### src/rtl/axi_aw_beat_gen_if.sv
`default_nettype none
// ============================================================================
// Module  : axi_aw_beat_gen_if
// Brief   : AW request and per-beat address bundle between requester and beat generator.
// Revision: 1.0
// ============================================================================
interface axi_aw_beat_gen_if #(
   parameter int ADDR_W = 32
);
   logic [ADDR_W-1:0] aw_addr;
   logic [7:0]        aw_len;
   logic [2:0]        aw_size;
   logic [1:0]        aw_burst;
   logic              aw_valid;
   logic              aw_ready;
   logic [ADDR_W-1:0] beat_addr;
   logic [7:0]        beat_idx;
   logic              beat_last;
   logic              beat_valid;
   logic              beat_ready;
   logic              aw_err;

   modport master (
      output aw_addr, aw_len, aw_size, aw_burst, aw_valid, beat_ready,
      input  aw_ready, beat_addr, beat_idx, beat_last, beat_valid, aw_err
   );

   modport slave (
      input  aw_addr, aw_len, aw_size, aw_burst, aw_valid, beat_ready,
      output aw_ready, beat_addr, beat_idx, beat_last, beat_valid, aw_err
   );
endinterface
`default_nettype wire

### src/rtl/axi_aw_beat_gen.sv
`default_nettype none
// ============================================================================
// Module  : axi_aw_beat_gen
// Brief   : Expands one AW burst request into per-beat addresses (FIXED/INCR/WRAP).
// Revision: 1.0
// ============================================================================
module axi_aw_beat_gen #(
   parameter int ADDR_W   = 32,
   parameter int MAX_SIZE = 2
) (
   input  wire logic          clk,
   input  wire logic          reset,
   axi_aw_beat_gen_if.slave   bus
);
   typedef enum logic [1:0] {
      S_IDLE  = 2'd0,
      S_BURST = 2'd1,
      S_ERR   = 2'd2
   } state_t;

   state_t            state_q, state_d;
   logic [ADDR_W-1:0] addr_q, addr_d;
   logic [7:0]        idx_q, idx_d;
   logic [7:0]        len_q, len_d;
   logic [2:0]        size_q, size_d;
   logic [1:0]        burst_q, burst_d;
   logic              aw_ready_q, aw_ready_d;

   // request legality, evaluated on the incoming AW fields
   logic [ADDR_W-1:0] w_b_in;
   logic              w_misaligned;
   logic              w_size_bad;
   logic              w_wrap_len_ok;
   logic              w_legal;

   assign w_b_in        = ADDR_W'(1) << bus.aw_size;
   assign w_misaligned  = |(bus.aw_addr & (w_b_in - ADDR_W'(1)));
   assign w_size_bad    = bus.aw_size > 3'(MAX_SIZE);
   assign w_wrap_len_ok = (bus.aw_len == 8'd1) || (bus.aw_len == 8'd3) ||
                          (bus.aw_len == 8'd7) || (bus.aw_len == 8'd15);
   assign w_legal       = (bus.aw_burst != 2'd3) && !w_size_bad &&
                          !((bus.aw_burst == 2'd2) && (!w_wrap_len_ok || w_misaligned));

   // next-beat address from the latched burst parameters
   logic [ADDR_W-1:0] w_b;
   logic [ADDR_W-1:0] w_t;
   logic [ADDR_W-1:0] w_lower;
   logic [ADDR_W-1:0] w_wnext;
   logic [ADDR_W-1:0] w_next_addr;
   logic              w_last;

   assign w_b     = ADDR_W'(1) << size_q;
   assign w_t     = w_b * (ADDR_W'(len_q) + ADDR_W'(1));
   assign w_lower = addr_q & ~(w_t - ADDR_W'(1));
   assign w_wnext = addr_q + w_b;
   assign w_last  = (idx_q == len_q);

   always_comb begin
      w_next_addr = addr_q;
      case (burst_q)
         2'd1:    w_next_addr = (addr_q & ~(w_b - ADDR_W'(1))) + w_b;
         2'd2:    w_next_addr = (w_wnext == (w_lower + w_t)) ? w_lower : w_wnext;
         default: w_next_addr = addr_q;
      endcase
   end

   always_comb begin
      state_d = state_q;
      addr_d  = addr_q;
      idx_d   = idx_q;
      len_d   = len_q;
      size_d  = size_q;
      burst_d = burst_q;
      case (state_q)
         S_IDLE: begin
            if (bus.aw_valid && aw_ready_q) begin
               addr_d  = bus.aw_addr;
               idx_d   = 8'd0;
               len_d   = bus.aw_len;
               size_d  = bus.aw_size;
               burst_d = bus.aw_burst;
               state_d = w_legal ? S_BURST : S_ERR;
            end
         end
         S_BURST: begin
            if (bus.beat_ready) begin
               if (w_last) begin
                  state_d = S_IDLE;
               end else begin
                  idx_d  = idx_q + 8'd1;
                  addr_d = w_next_addr;
               end
            end
         end
         S_ERR:   state_d = S_IDLE;
         default: state_d = S_IDLE;
      endcase
      // registered so aw_ready stays low through reset and rises one edge after release
      aw_ready_d = (state_d == S_IDLE);
   end

   always_ff @(posedge clk) begin
      if (reset) begin
         state_q    <= S_IDLE;
         addr_q     <= '0;
         idx_q      <= 8'd0;
         len_q      <= 8'd0;
         size_q     <= 3'd0;
         burst_q    <= 2'd0;
         aw_ready_q <= 1'b0;
      end else begin
         state_q    <= state_d;
         addr_q     <= addr_d;
         idx_q      <= idx_d;
         len_q      <= len_d;
         size_q     <= size_d;
         burst_q    <= burst_d;
         aw_ready_q <= aw_ready_d;
      end
   end

   assign bus.aw_ready   = aw_ready_q;
   assign bus.beat_valid = (state_q == S_BURST);
   assign bus.beat_addr  = addr_q;
   assign bus.beat_idx   = idx_q;
   assign bus.beat_last  = (state_q == S_BURST) && w_last;
   assign bus.aw_err     = (state_q == S_ERR);
endmodule
`default_nettype wire

### src/flat_wrapper.sv
// flat-port wrapper written by rule: the top's interface ports become plain ports
module axi_aw_beat_gen_flat 
#(
   parameter int ADDR_W   = 32,
   parameter int MAX_SIZE = 2
)
  (clk, reset, bus_aw_addr, bus_aw_len, bus_aw_size, bus_aw_burst, bus_aw_valid, bus_beat_ready, bus_aw_ready, bus_beat_addr, bus_beat_idx, bus_beat_last, bus_beat_valid, bus_aw_err);
  axi_aw_beat_gen_if #(.ADDR_W(ADDR_W)) bus_i ();
  input  wire logic clk;
  input  wire logic reset;
  input wire logic [$bits(bus_i.aw_addr)-1:0] bus_aw_addr;
  input wire logic [$bits(bus_i.aw_len)-1:0] bus_aw_len;
  input wire logic [$bits(bus_i.aw_size)-1:0] bus_aw_size;
  input wire logic [$bits(bus_i.aw_burst)-1:0] bus_aw_burst;
  input wire logic [$bits(bus_i.aw_valid)-1:0] bus_aw_valid;
  input wire logic [$bits(bus_i.beat_ready)-1:0] bus_beat_ready;
  output wire logic [$bits(bus_i.aw_ready)-1:0] bus_aw_ready;
  output wire logic [$bits(bus_i.beat_addr)-1:0] bus_beat_addr;
  output wire logic [$bits(bus_i.beat_idx)-1:0] bus_beat_idx;
  output wire logic [$bits(bus_i.beat_last)-1:0] bus_beat_last;
  output wire logic [$bits(bus_i.beat_valid)-1:0] bus_beat_valid;
  output wire logic [$bits(bus_i.aw_err)-1:0] bus_aw_err;
  assign bus_i.aw_addr = bus_aw_addr;
  assign bus_i.aw_len = bus_aw_len;
  assign bus_i.aw_size = bus_aw_size;
  assign bus_i.aw_burst = bus_aw_burst;
  assign bus_i.aw_valid = bus_aw_valid;
  assign bus_i.beat_ready = bus_beat_ready;
  assign bus_aw_ready = bus_i.aw_ready;
  assign bus_beat_addr = bus_i.beat_addr;
  assign bus_beat_idx = bus_i.beat_idx;
  assign bus_beat_last = bus_i.beat_last;
  assign bus_beat_valid = bus_i.beat_valid;
  assign bus_aw_err = bus_i.aw_err;
  axi_aw_beat_gen #(.ADDR_W(ADDR_W), .MAX_SIZE(MAX_SIZE)) u_core (.clk(clk), .reset(reset), .bus(bus_i));
endmodule
### config.mk
export PLATFORM = sky130hd
export DESIGN_NAME = axi_aw_beat_gen_flat
export DESIGN_NICKNAME = d
export VERILOG_FILES = /design/src/rtl/axi_aw_beat_gen_if.sv /design/src/rtl/axi_aw_beat_gen.sv /design/src/flat_wrapper.sv
export SDC_FILE = /design/constraint.sdc
export NUM_CORES = 1
export LEC_CHECK = 0
export CAP_MARGIN = 20
export CELL_PAD_IN_SITES_DETAIL_PLACEMENT = 1
export CELL_PAD_IN_SITES_GLOBAL_PLACEMENT = 2
export CORE_AREA = 4 4 187 189
export DETAILED_ROUTE_END_ITERATION = 10
export DIE_AREA = 0 0 191 193
export PLACE_DENSITY_LB_ADDON = 0.1
export RECOVER_POWER = 50
export SYNTH_ARGS = -nofsm -noshare
export SYNTH_HDL_FRONTEND = slang
export SYNTH_SLANG_ARGS = --single-unit
### constraint.sdc
create_clock -name clk -period 10.6 [get_ports clk]
set_clock_uncertainty 0.2 [all_clocks]
set_input_delay 1.59 -clock clk [delete_from_list [all_inputs] [get_ports clk]]
set_output_delay 1.59 -clock clk [all_outputs]
set_load 0.02 [all_outputs]
* Yosys cells after proc, flatten, opt, wreduce, memory -nomap -nowiden
Cells that the tools add are included.
Word-level totals: flip-flop bits (word level) 56, latch bits 0, bits in writable memories 0, memory bits (read-only) 0, output and inout bits 44, logic and storage cells 74, memories kept 0
Cells by class: add/subtract/negate cells 8, $mul 1, divide/modulo/power cells 0, order comparisons 1, equal/unequal tests 16, shifts and indexed selects 2, mux-type cells 15, bitwise gates (word level) 5, reduce and logical (&&, ||, !) cells 19
Operator list (number):
- 32-bit two-way mux | 4
- 32-bit case mux with 2 select lines | 2
- 32-bit adder | 3
- 32-bit AND | 3
- 32-bit by 1-bit subtractor with 32-bit output, second input constant | 3
- 32-bit NOT | 2
- 1-bit by 3-bit left shift with 32-bit output, first input constant | 2
- 32-bit equality test | 1
- 32-bit by 32-bit multiplier with 32-bit output | 1
- 32-bit OR reduction | 1
- 8-bit two-way mux | 3
- 8-bit case mux with 2 select lines | 1
- 8-bit by 1-bit adder with 9-bit output, second input constant | 1
- 8-bit by 1-bit adder with 8-bit output, second input constant | 1
- 8-bit by 1-bit equality test with 1-bit output, second input constant | 1
- 8-bit by 2-bit equality test with 1-bit output, second input constant | 1
- 8-bit by 3-bit equality test with 1-bit output, second input constant | 1
- 8-bit by 4-bit equality test with 1-bit output, second input constant | 1
- 8-bit equality test | 1
- 2-bit two-way mux | 4
- 2-bit equality test, second input constant | 3
- 2-bit inequality test, second input constant | 3
- 1-bit logical AND | 5
- 5-bit AND reduction | 1
- 11 further kinds | 18

* Depth between registers and ports, before layout
word-level depth 13, gate-level depth with buffers 44

* Worst setup path before layout
OpenSTA, ideal clock, no wires.
kind reg2reg, start reg u_core.size_q[0], end reg u_core.addr_q[31] (netlist: u_core.bus.beat_addr[31]), setup time 0.130 ns, arrival 9.559 ns, path slack 0.711 ns, stages on the path, launching flop included 42, path buffers 7, clock period less this slack 9.889 ns, cells stage by stage dfxtp_1 -> clkbuf_1 -> clkbuf_1 -> clkbuf_1 -> or3_1 -> clkbuf_1 -> inv_1 -> nand2_1 -> fa_1 -> fa_1 -> inv_1 -> fa_1 -> inv_1 -> fa_1 -> inv_1 -> ha_1 -> a21oi_4 -> o221ai_2 -> (+6 left out) -> ha_1 -> nand3_1 -> a311oi_1 -> a211oi_1 -> a2111o_1 -> a21o_1 -> a211oi_1 -> o21ai_1 -> a21oi_1 -> mux2i_1 -> a41o_1 -> or4_1 -> buf_2 -> nor2_4 -> buf_6 -> mux2_2 -> a21oi_1 -> o22ai_1
On the way: longest elaborated chain between the ends 12, elaborated cells on any way between the ends 17
Ends and longest elaborated chain:
- start, declared | RTL line axi_aw_beat_gen.sv:25 | logic [2:0] size_q, size_d;
- start signal, assigned | RTL line axi_aw_beat_gen.sv:116 | size_q <= size_d;
- 1-bit by 3-bit left shift with 32-bit output * | RTL line axi_aw_beat_gen.sv:52 | assign w_b = ADDR_W'(1) << size_q;
- 32-bit by 32-bit multiplier with 32-bit output | RTL line axi_aw_beat_gen.sv:53 | assign w_t = w_b * (ADDR_W'(len_q) + ADDR_W'(1));
- 32-bit by 1-bit subtractor with 32-bit output | RTL line axi_aw_beat_gen.sv:54 | assign w_lower = addr_q & ~(w_t - ADDR_W'(1));
- 32-bit NOT | RTL line axi_aw_beat_gen.sv:54
- 32-bit AND | RTL line axi_aw_beat_gen.sv:54
- 32-bit adder | RTL line axi_aw_beat_gen.sv:62 | 2'd2: w_next_addr = (w_wnext == (w_lower + w_t)) ? w_lower : w_wnext;
- 32-bit equality test | RTL line axi_aw_beat_gen.sv:62
- 32-bit two-way mux | RTL line axi_aw_beat_gen.sv:62
- 32-bit case mux with 2 select lines * | RTL line axi_aw_beat_gen.sv:60 | case (burst_q)
- 32-bit two-way mux * | RTL line axi_aw_beat_gen.sv:87 | if (w_last) begin
- 32-bit two-way mux * | RTL line axi_aw_beat_gen.sv:86 | if (bus.beat_ready) begin
- 32-bit case mux with 2 select lines * | RTL line axi_aw_beat_gen.sv:74 | case (state_q)
- end signal, assigned | RTL line axi_aw_beat_gen.sv:113 | addr_q <= addr_d;
- end, declared | RTL line axi_aw_beat_gen.sv:22 | logic [ADDR_W-1:0] addr_q, addr_d;
Mark *: on every way between the ends. The rest lies on a longest branch, timed or not. The select of a mux whose other input is x is not followed. A chain may end at the register's enable or synchronous reset.

* Worst setup path in the final report
start reg u_core.size_q[1], end reg u_core.addr_q[26] (netlist: u_core.bus.beat_addr[26])
Same word-level chain as after synthesis.

==> results.toml <==
[global_route]
grt_pass1_wl_um = 68600
grt_overflow = 0
gr-usage-all-layers_pct = 23.8
grt_pass1_vias = 11387
antenna_found_initial = 1
grt_max_degree = 51

[detailed_routing]
maxUsedRoutingLayer = "met4"
wl_met2_um = 19400
routed_wl_um = 44100
viasPerCell = 5.62
wl_per_cell_um = 22.4
dr.pass1.iters = 5
met3_wirelength_um = 1690
vias = 11072
ant_nets = 0
drc_errors = 0
dr.first_iter.drc_count = 854
wl_met1_um = 22200

[synth]
synth_edf_count = 0
synthDominantCellAreaShare_pct = 11.0
syn-cell-area_um2 = 10200
async_reset_ff_share_pct = 0
syn_inst = 1452
synth_flop_cell = "dfxtp_1"
syn_avg_cell_area_um2 = 7.04
synth_seq_cells = 56
yosys.area_share.simple_pct = 27.4
synth_warnings = 0
syn_nets = 1609
synth-seq-area-share_pct = 11.0
synth_compound_area_share_pct = 26.3
synth_top_family_by_area = "simple AND/OR/NAND/NOR gates"
synth.distinct_cells = 93
synth_area_leader_cell = "dfxtp_1"
synthMuxAreaShare_pct = 1.40
synth-xor-area-share_pct = 10.1
yosys-top-cells-area = "dfxtp_1 11%, fa_1 8.8%, ha_1 7.7%, xnor2_1 6.4%, nor2_1 5.9%"
synth_adder_area_share_pct = 16.5

[worst_setup_path]
startpoint_type = "flip-flop"
required_ns = 10.60
crit_top_cell = "fa_1"
cp_slowest_cell = "or4_4"
end_kind = "flip-flop"
critPathMaxStageDelay_ns = 0.56
worstPathMaxFanout = 13
crit_arrival_ns = 9.93
path_class = "reg -> reg"
r2r_setup_slack_ns = 0.67

[timing]
worst_pin_slew_ns = 1.10
drv_slew = 0
setup_violations = 0
fmax_mhz = 101
relSlewSlack_pct = 26.4
setup_tns_ns = 0
finalCritPeriodShare_pct = 93.7
period_minus_slack_ns = 9.93
rsz0062_at_grt = "no"
hold_violations = 0

[placement]
gp_congestion = 0.881
io_buffers = 92
place.detailed.hpwl_um = 35100

[power_and_ir_drop]
seq_power_share_pct = 31.4
p_per_area_nw_per_um2 = 68.9
p_sw_mw = 0.369
power_leakage_nw = 4.75
total_power_mw = 0.832
p_int_mw = 0.463
p_comb_share_pct = 44.8
pwr-share-clk_pct = 23.8
p_sw_share_pct = 44.3
vdd_drop_max_mv = 0.0690

[clocking]
cts_buffers = 5
clk_pin_slew_ns = 0.09
cts_tree = "yes"
cts_buffer_depth = 2
cts_max_level = 2
root_buffer = "clkbuf_16"
postCtsHoldBufs = 0
clock_sinks = 56
clk_latency_ns = 0.33

[floorplanning]
fp.dieW_um = 191
core_um2 = 33300
start_util_pct = 30.7
num_rows = 67
die_h_um = 193
ioPinCount = 93
die_area_um2 = 36900

[finish]
post-route-util_pct = 36.3
multi_input_area_um2 = 8460
seq_area_um2 = 1130
layout.nets = 1678
drive_gt1_share_pct = 8.74
area_growth_pct = 18.1
fill_cells = 4144

[run_status]
status = "completed"

[job]
cap_viol_max_count = 0

[min_path]
holdCritPathClass = "reg -> reg"
synthesized netlist by cell type, types with 18 or more instances:
cell type    n
a21oi_1    107
and2_1      18
and3_1      26
clkbuf_1    76
dfxtp_1     56
fa_1        45
ha_1        63
inv_1      100
nand2_1    146
nand2b_1    21
nand3_1     54
nand4_1     19
nor2_1     160
nor2b_1     18
nor3_1      30
o21ai_0     87
xnor2_1     75
xor2_1      36
cell usage in the layout, fill, tap and decap left out, types with 45 or more instances in the layout:
| cell | instances |
|---|---|
| nor2_1 | 157 |
| nand2_1 | 145 |
| a21oi_1 | 106 |
| inv_1 | 99 |
| o21ai_0 | 86 |
| xnor2_1 | 73 |
| ha_1 | 61 |
| clkdlybuf4s50_1 | 58 |
| buf_4 | 57 |
| nand3_1 | 53 |
| dfxtp_1 | 50 |
| fa_1 | 45 |
final cells by class:
cell class	count	area share [%]
sequential	56	9.37
tap	448	4.64
timing repair buffer	152	11.4
inverter	103	3.20
multi-input combinational	1203	70.1
antenna	1	0.0207
clock buffer	5	1.04
clock inverter	3	0.238
power by group through the flow:
stage	Sequential (mW)	Combinational, mW	Clock, mW
floorplan	0.250	0.233	0
global placement	0.265	0.371	0
detailed placement	0.265	0.372	0
CTS	0.261	0.374	0.204
global route	0.265	0.408	0.209
finish	0.261	0.373	0.198
flip-flops by register name, summed over array words and instances (netlist names):
register,flops
u_core.burst_q,2
u_core.bus.aw_ready,1
u_core.bus.beat_addr,32
u_core.bus.beat_idx,8
u_core.len_q,8
u_core.size_q,3
u_core.state_q,2
worst paths after layout:
path                              endpoint         startpoint  depth (start not counted)
hold reg to reg          u_core.burst_q[0]  u_core.burst_q[0]                          2
setup / recovery  u_core.bus.beat_addr[26]   u_core.size_q[1]                         38
hold / removal           u_core.burst_q[0]  u_core.burst_q[0]                          2
setup reg to reg  u_core.bus.beat_addr[26]   u_core.size_q[1]                         38
per-stage QoR:
| step | cell area [µm²] | instances | setup slack, ns | hold WS, ns |
|---|---|---|---|---|
| 6_report | 12100 | 1971 | 0.665 | 0.262 |
| 5_1_grt | 12100 | 1970 | 0.000949 | 0.310 |
| 4_1_cts | 11900 | 1963 | 0.00662 | 0.262 |
| 3_5_place_dp | 11800 | 1955 | 0.0191 | 0.249 |
| 3_3_place_gp | 11800 | 1955 | 0.244 | 0.248 |
| 2_1_floorplan | 10200 | 1452 | 0.711 | 0.236 |
metal layers:
metal  vias to the layer above  track usage, %
met4                         0            4.59
met1                      5470            35.1
li1                       5299               -
met2                       253            38.1
met5                         -               0
met3                        50            2.43
worst max-delay path, delay by kind of cell (launching register included):
family / cells / cell delay, ns
muxes: 1 / 0.20
buffers and inverters: 6 / 0.77
and+or+nand+nor: 11 / 2.51
adders and majority gates: 6 / 2.69
xor gates and xnor gates: 2 / 0.19
DFF: 1 / 0.44
AOI/OAI and AO/OA: 12 / 2.82
cell families (layout without fill, tap and decap cells):
family | count (synthesis) | count (layout)
AND/OR/NAND/NOR | 565 | 565
AO/OA/AOI/OAI | 402 | 402
buffers and inverters | 193 | 263
XOR/XNOR | 114 | 114
adder cells (fa/ha/maj) | 108 | 108
flip-flops | 56 | 56
multiplexers | 14 | 14
other | 0 | 1
timing repair:
action                     CTS  global route
setup endpoints to repair    6            32
pin swaps                    0             6
gates resized for setup      1            30
buffers inserted             0             6
Power figures use the tool's default switching activity.
